File: src/rtl/reg_status_file.sv
// reg_status_file: architectural register file plus register-status (rename)
// table. Answers ROB commit lookups, takes commit writes, allocates rd tags at
// issue, serves rs1/rs2 operand reads with a commit bypass, and clears all
// busy state on a flush.
module reg_status_file #(
    parameter int REG_NUM = 32,
    parameter int REG_AW  = 5,
    parameter int DATA_W  = 32,
    parameter int ROB_W   = 4
) (
    input  logic              clk,
    input  logic              rst,
    input  logic              rdy,
    input  logic              Clear_flag,
    // ROB commit interface
    input  logic [REG_AW-1:0] commit_rd,
    output logic              reg_busy_commit_rd,
    output logic [ROB_W-1:0]  reg_reorder_commit_rd,
    input  logic              ROB_to_Reg_needchange,
    input  logic [DATA_W-1:0] reg_reg_commit_rd_,
    input  logic [ROB_W-1:0]  commit_tag,
    // instruction queue: rd allocation
    input  logic              issue_en,
    input  logic [REG_AW-1:0] issue_rd,
    input  logic [ROB_W-1:0]  issue_tag,
    // instruction queue: operand lookup
    input  logic [REG_AW-1:0] rs1,
    input  logic [REG_AW-1:0] rs2,
    output logic [DATA_W-1:0] rs1_value,
    output logic [DATA_W-1:0] rs2_value,
    output logic              rs1_busy,
    output logic              rs2_busy,
    output logic [ROB_W-1:0]  rs1_reorder,
    output logic [ROB_W-1:0]  rs2_reorder
);

    logic [DATA_W-1:0] reg_value   [REG_NUM];
    logic              reg_busy    [REG_NUM];
    logic [ROB_W-1:0]  reg_reorder [REG_NUM];

    // x0 is never written; every port also masks it on read
    logic commit_we;
    logic commit_release;
    logic issue_we;

    assign commit_we      = ROB_to_Reg_needchange && (commit_rd != '0);
    // release only when the committing entry is still the owner of rd
    assign commit_release = commit_we && reg_busy[commit_rd]
                            && (reg_reorder[commit_rd] == commit_tag);
    assign issue_we       = issue_en && (issue_rd != '0) && !Clear_flag;

    // register/status table update: commit write, busy release, issue allocation, flush
    // NOTE: the table is reset element by element because outputs must read 0
    // during reset and a stale busy bit after reset would deadlock issue.
    always_ff @(posedge clk or posedge rst) begin
        if (rst) begin
            for (int i = 0; i < REG_NUM; i++) begin
                reg_value[i]   <= '0;
                reg_busy[i]    <= 1'b0;
                reg_reorder[i] <= '0;
            end
        end else if (rdy) begin
            // NOTE: non-blocking assignments here, so the later issue write
            // to the same rd overrides the release made just above it.
            if (commit_we) begin
                reg_value[commit_rd] <= reg_reg_commit_rd_;
            end
            if (Clear_flag) begin
                for (int i = 0; i < REG_NUM; i++) begin
                    reg_busy[i]    <= 1'b0;
                    reg_reorder[i] <= '0;
                end
            end else begin
                if (commit_release) begin
                    reg_busy[commit_rd] <= 1'b0;
                end
                if (issue_we) begin
                    reg_busy[issue_rd]    <= 1'b1;
                    reg_reorder[issue_rd] <= issue_tag;
                end
            end
        end
    end

    // commit-port lookup: raw table value, no bypass, so the ROB sees the owner tag
    always_comb begin
        reg_busy_commit_rd    = 1'b0;
        reg_reorder_commit_rd = '0;
        if (commit_rd != '0) begin
            reg_busy_commit_rd    = reg_busy[commit_rd];
            reg_reorder_commit_rd = reg_reorder[commit_rd];
        end
    end

    // rs1 operand lookup with same-cycle commit bypass
    // NOTE: every output gets a default first so no path leaves it unassigned (no latch).
    always_comb begin
        rs1_value   = '0;
        rs1_busy    = 1'b0;
        rs1_reorder = '0;
        if (rs1 != '0) begin
            if (ROB_to_Reg_needchange && (commit_rd == rs1) && reg_busy[rs1]
                && (reg_reorder[rs1] == commit_tag)) begin
                rs1_value = reg_reg_commit_rd_;
            end else begin
                rs1_value   = reg_value[rs1];
                rs1_busy    = reg_busy[rs1];
                rs1_reorder = reg_reorder[rs1];
            end
        end
    end

    // rs2 operand lookup with same-cycle commit bypass
    always_comb begin
        rs2_value   = '0;
        rs2_busy    = 1'b0;
        rs2_reorder = '0;
        if (rs2 != '0) begin
            if (ROB_to_Reg_needchange && (commit_rd == rs2) && reg_busy[rs2]
                && (reg_reorder[rs2] == commit_tag)) begin
                rs2_value = reg_reg_commit_rd_;
            end else begin
                rs2_value   = reg_value[rs2];
                rs2_busy    = reg_busy[rs2];
                rs2_reorder = reg_reorder[rs2];
            end
        end
    end

endmodule

File: config.mk
export PLATFORM = sky130hd
export DESIGN_NAME = reg_status_file
export DESIGN_NICKNAME = d
export VERILOG_FILES = /design/src/rtl/reg_status_file.sv
export SDC_FILE = /design/constraint.sdc
export NUM_CORES = 2
export LEC_CHECK = 0
export CORE_MARGIN = 2
export CORE_UTILIZATION = 25
export DETAILED_ROUTE_END_ITERATION = 10
export HOLD_SLACK_MARGIN = 0.1
export PLACE_DENSITY_LB_ADDON = 0.08
export SYNTH_ARGS = -nofsm -noshare
export SYNTH_HDL_FRONTEND = slang
export SYNTH_SLANG_ARGS = --single-unit
File: constraint.sdc
create_clock -name clk -period 48.1 [get_ports clk]
set_input_delay 12.025 -clock clk [delete_from_list [all_inputs] [get_ports clk]]
set_output_delay 12.025 -clock clk [all_outputs]
set_load 0.01 [all_outputs]
==> results summary <==
The flow ran to the end, and the final reports show no timing, DRC or antenna violations. Sorting the synthesized cells by area gives the leading types as sky130_fd_sc_hd__dfrtp_1, sky130_fd_sc_hd__mux4_2, sky130_fd_sc_hd__mux2_2, sky130_fd_sc_hd__mux2_1, sky130_fd_sc_hd__clkbuf_1. STA classifies the critical path endpoint as a primary output.

The mean cell area of the mapped netlist came out at 15.3 um^2. The number of global-route vias before repair came to 44.2k. Measured against its own limit, the worst slew margin works out to 0.101.

The end of the worst hold path is reg_value[1004]. The worst-case setup slack after placement came out at 17690 ps. After detailed routing, the number of remaining DRC violations is 0.

The first-pass GRT wire length is 367000 um. The final-report max-slew violation count came to 0. The startpoint identified for the worst register-to-register timing path is reg_reorder[48]. The first detailed-routing pass took 5 iterations. The register clock-pin slew on the reported worst setup and hold paths is 50 ps. The count of synthesis-stage warnings from yosys is 0. The summed instance area of the synthesized netlist came out at 65800 um^2. The post-synthesis sequential area ratio came out at 0.450. The total of max-cap violations is 0. Of the cells placed in the final design, the portion with a size suffix greater than 1 is 0.475.

The global-route total usage across every layer is 0.195. The count of standard-cell rows came out at 188. The initial utilization of the core area, before any placement, comes to 0.251. The number of synthesized flops with an enable pin is 0. The number of instances resized during post-cts repair came out at 0. The width of the die came out at 517 um. The final critical-path share of the clock period is 0.625. In this run the worst hold path is classified as reg2reg.

The worst hold path startpoint is reg_value[1004]. The leading area contributor after synthesis is sky130_fd_sc_hd__dfrtp_1. Entering global routing, the biggest net connects 95 pins. The data required time at the worst endpoint is 36080 ps. The routed design has 260000 um of wire.

The later-pin clock latency in the skew report came out at 810 ps. The slack of the critical path came out at 18060 ps. The shortest clock period the worst path allows after layout came out at 30040 ps. The quantity of hold-fixing buffers added after cts came out at 0. Clock tree synthesis selected as its root buffer the cell sky130_fd_sc_hd__clkbuf_16. On the critical path, the stage with the largest delay is an instance of sky130_fd_sc_hd__buf_4.

The aggregate negative setup slack is 0 ps. The number of antenna violations at the first check in global routing came out at 8. For this block, the initial DRC count from the detailed router was 3016. The delay of the slowest critical-path stage is 870 ps. Measured along the y axis, the die boundary spans 517 um.

The setup slack on the worst flop-to-flop path is 44880 ps. The instance count of the mapped netlist is 4289. TritonCTS built the clock tree. After legalization and detailed placement, the total HPWL measured 150000 um. STA classifies the critical path startpoint as an input pin.

Hold is met by 390 ps. The growth of design area from synthesis to finish came out at 15.8%. Summed over all cells, the static leakage comes to 31.7 nW. The hold path depth is 0. The count of nets after finishing is 4301. The number of nets with antenna violations after detailed routing came out at 0. The final setup violation count is 0.

The flip-flop and latch count after synthesis came out at 1184. The share of the synthesized area in the top cell type came out at 0.450. The total number of vias is 41.6k. The clock sink total came out at 1184.

Traced cell by cell, the critical path runs through buf_8 > buf_4 > buf_4 > and2_1 > nand2_1 > o2111a_1 > nor4_1 > o2111a_2 > buf_4 > buf_4 > a221oi_1 > nor3_1 > clkdlybuf4s50_1. The maximum buffer depth of the clock tree came out at 3. The final RePlAce weighted congestion came out at 0.774. In this run the tool buffered the top-level ports with 144 buffer cells. Of all flip-flops after synthesis, the portion carrying an async set or reset was 1.00. The core footprint came out at 262000 um^2. The post-detailed-route wirelength per cell came out at 33.0 um. The post-CTS setup buffer count came out at 0.

The remaining global-route overflow came out at 0. The TritonCTS buffer count is 156. The worst clock skew is 26.1 ps. The I/O pin count came out at 145. Setup repair after global routing left no endpoint under its margin. The largest vdd supply drop came out at 0.0359 mV. The number of nets produced by synthesis came out at 4355. The number of failing hold endpoints at the final stage came out at 0. The achievable clock frequency is 0.0333 GHz. The depth of the most critical reg-to-reg path came out at 8. In this design, the critical path's most frequently occurring cell is sky130_fd_sc_hd__buf_4.

For the pin with the worst max-slew slack, the measured transition is 1340 ps. The final core utilization is 0.291. The worst setup path is of the in2out kind. In this run the critical register-to-register path is captured at reg_busy[27]. The count of distinct cell types in the synthesized netlist came out at 56. The layout has 26.3k filler cells. Of all nets on the critical path, the largest fanout is 66. In this run the number of H-tree levels came out at 4. After detailed routing, the number of vias per cell comes to 5.29.

For this design the ratio of total power to cell area is 37.9 nW/um^2. The endpoint arrival time on the critical path is 18020 ps. The die covers 267000 um^2.

Among all flip-flop cells after synthesis, the most frequent one is sky130_fd_sc_hd__dfrtp_1.
worst max-delay path: cells and delay by family:
family	cells	cell delay (ps)
simple gates	4	1490
compound gates	3	650
buf+inv	6	3650
metal layers:
layer	track usage	up-vias	part of all wire
li1	-	16800	-
met1	0.282	23600	0.47
met2	0.305	974	0.46
met3	0.0306	269	0.043
met4	0.0448	0	0.022
met5	0	-	0
how the worst max path moves through the flow:
stage / startpoint / end / slack [ps] / cells past startpoint
after floorplan: rst / reg_busy[0] / 2720 / 1
after CTS: rs1[1] / rs1_value[31] / 17680 / 13
final: rs1[1] / rs1_value[31] / 18060 / 13
after detailed placement: rs1[1] / rs1_value[31] / 17690 / 13
after global routing: rs1[1] / rs1_value[31] / 17620 / 13
after global placement: rs1[1] / rs1_value[31] / 17580 / 13
logic make-up after synthesis:
family | after synthesis | synth area share
multiplexers | 1815 | 0.439
flip-flops | 1184 | 0.450
buffers and inverters | 502 | 0.0328
AND/OR/NAND/NOR | 435 | 0.0363
AO/OA/AOI/OAI | 333 | 0.0391
XOR/XNOR | 20 | 0.00266
layout by cell type, fill, tap and decap left out, types with 5 or more instances in the layout:
cell                              count
sky130_fd_sc_hd__clkbuf_8            33
sky130_fd_sc_hd__clkdlybuf4s50_1    131
sky130_fd_sc_hd__nor3_2              18
sky130_fd_sc_hd__xnor2_1              9
sky130_fd_sc_hd__nor2b_1             49
sky130_fd_sc_hd__buf_4              139
sky130_fd_sc_hd__nand2_1             66
sky130_fd_sc_hd__nor2_4              24
sky130_fd_sc_hd__nor2_1              42
sky130_fd_sc_hd__mux2_2             835
sky130_fd_sc_hd__and4_1               6
sky130_fd_sc_hd__o211ai_1            33
sky130_fd_sc_hd__dfrtp_1           1184
sky130_fd_sc_hd__nand2b_1            71
sky130_fd_sc_hd__nor3_1              59
sky130_fd_sc_hd__clkinv_8             5
sky130_fd_sc_hd__clkinv_2            20
sky130_fd_sc_hd__nor4_1              34
sky130_fd_sc_hd__a221oi_1            24
sky130_fd_sc_hd__buf_8                6
sky130_fd_sc_hd__mux2_1             161
sky130_fd_sc_hd__a22oi_1             62
sky130_fd_sc_hd__nand2_4              8
sky130_fd_sc_hd__a22o_1             113
sky130_fd_sc_hd__and2_1               8
sky130_fd_sc_hd__xor2_1              11
sky130_fd_sc_hd__o21ai_1             31
sky130_fd_sc_hd__nand3b_1             8
sky130_fd_sc_hd__mux4_2             756
sky130_fd_sc_hd__a221oi_2             9
sky130_fd_sc_hd__a21oi_1             33
sky130_fd_sc_hd__bufinv_16           13
sky130_fd_sc_hd__clkbuf_16          157
sky130_fd_sc_hd__or2_2                7
sky130_fd_sc_hd__mux2i_1             62
sky130_fd_sc_hd__clkbuf_1            36
sky130_fd_sc_hd__nand3_1              7
sky130_fd_sc_hd__inv_6                8
sky130_fd_sc_hd__o21ai_0             13
Yosys cell counts (4+ instances only):
master	count
sky130_fd_sc_hd__clkbuf_1	313
sky130_fd_sc_hd__nand2_1	74
sky130_fd_sc_hd__mux4_2	756
sky130_fd_sc_hd__dfrtp_1	1184
sky130_fd_sc_hd__buf_6	12
sky130_fd_sc_hd__a22oi_1	62
sky130_fd_sc_hd__mux2_2	835
sky130_fd_sc_hd__buf_4	15
sky130_fd_sc_hd__a21oi_1	33
sky130_fd_sc_hd__or2_2	7
sky130_fd_sc_hd__nor3_2	15
sky130_fd_sc_hd__nor2b_1	50
sky130_fd_sc_hd__nor2_1	66
sky130_fd_sc_hd__nor3b_1	5
sky130_fd_sc_hd__nand3b_1	8
sky130_fd_sc_hd__inv_1	4
sky130_fd_sc_hd__o21ai_0	13
sky130_fd_sc_hd__nand3_1	7
sky130_fd_sc_hd__and2_1	10
sky130_fd_sc_hd__mux2i_1	62
sky130_fd_sc_hd__nor4_1	35
sky130_fd_sc_hd__buf_2	103
sky130_fd_sc_hd__xnor2_1	9
sky130_fd_sc_hd__a22o_1	113
sky130_fd_sc_hd__o21ai_1	31
sky130_fd_sc_hd__and4_1	6
sky130_fd_sc_hd__a221oi_2	9
sky130_fd_sc_hd__xor2_1	11
sky130_fd_sc_hd__o211ai_1	33
sky130_fd_sc_hd__nor3_1	62
sky130_fd_sc_hd__mux2_1	161
sky130_fd_sc_hd__nand2b_1	71
sky130_fd_sc_hd__buf_1	55
sky130_fd_sc_hd__a221oi_1	24
state kept, by name (all words and copies together) (netlist names):
| name | flops |
|---|---|
| reg_reorder | 128 |
| reg_value | 1024 |
| reg_busy | 32 |
final cells by class:
class                           instances  area (um^2)  area share
Clock buffer                          226         4520      0.0593
Tap cell                             3515         4400      0.0577
Inverter                                4         22.5    0.000296
Sequential cell                      1184        29600       0.389
Antenna cell                            3         7.51   0.0000985
Timing Repair Buffer                  286         2580      0.0339
Clock inverter                         52          724     0.00951
Multi-Input combinational cell       2603        34300       0.450
power breakdown:
group	internal (mW)	switching [mW]
registers	1.11	0.0846
logic	0.267	0.210
clock network	0.723	0.488
total	2.10	0.783
metrics by stage:
stage,power (mW),instances,area [um^2]
detailed placement,1.70,7592,71000
CTS,2.94,7870,76200
global placement,1.69,7592,71000
global route,3.02,7871,76200
floorplan,1.54,4289,65800
finish,2.88,7873,76200
(Power assumes the default switching activity.)
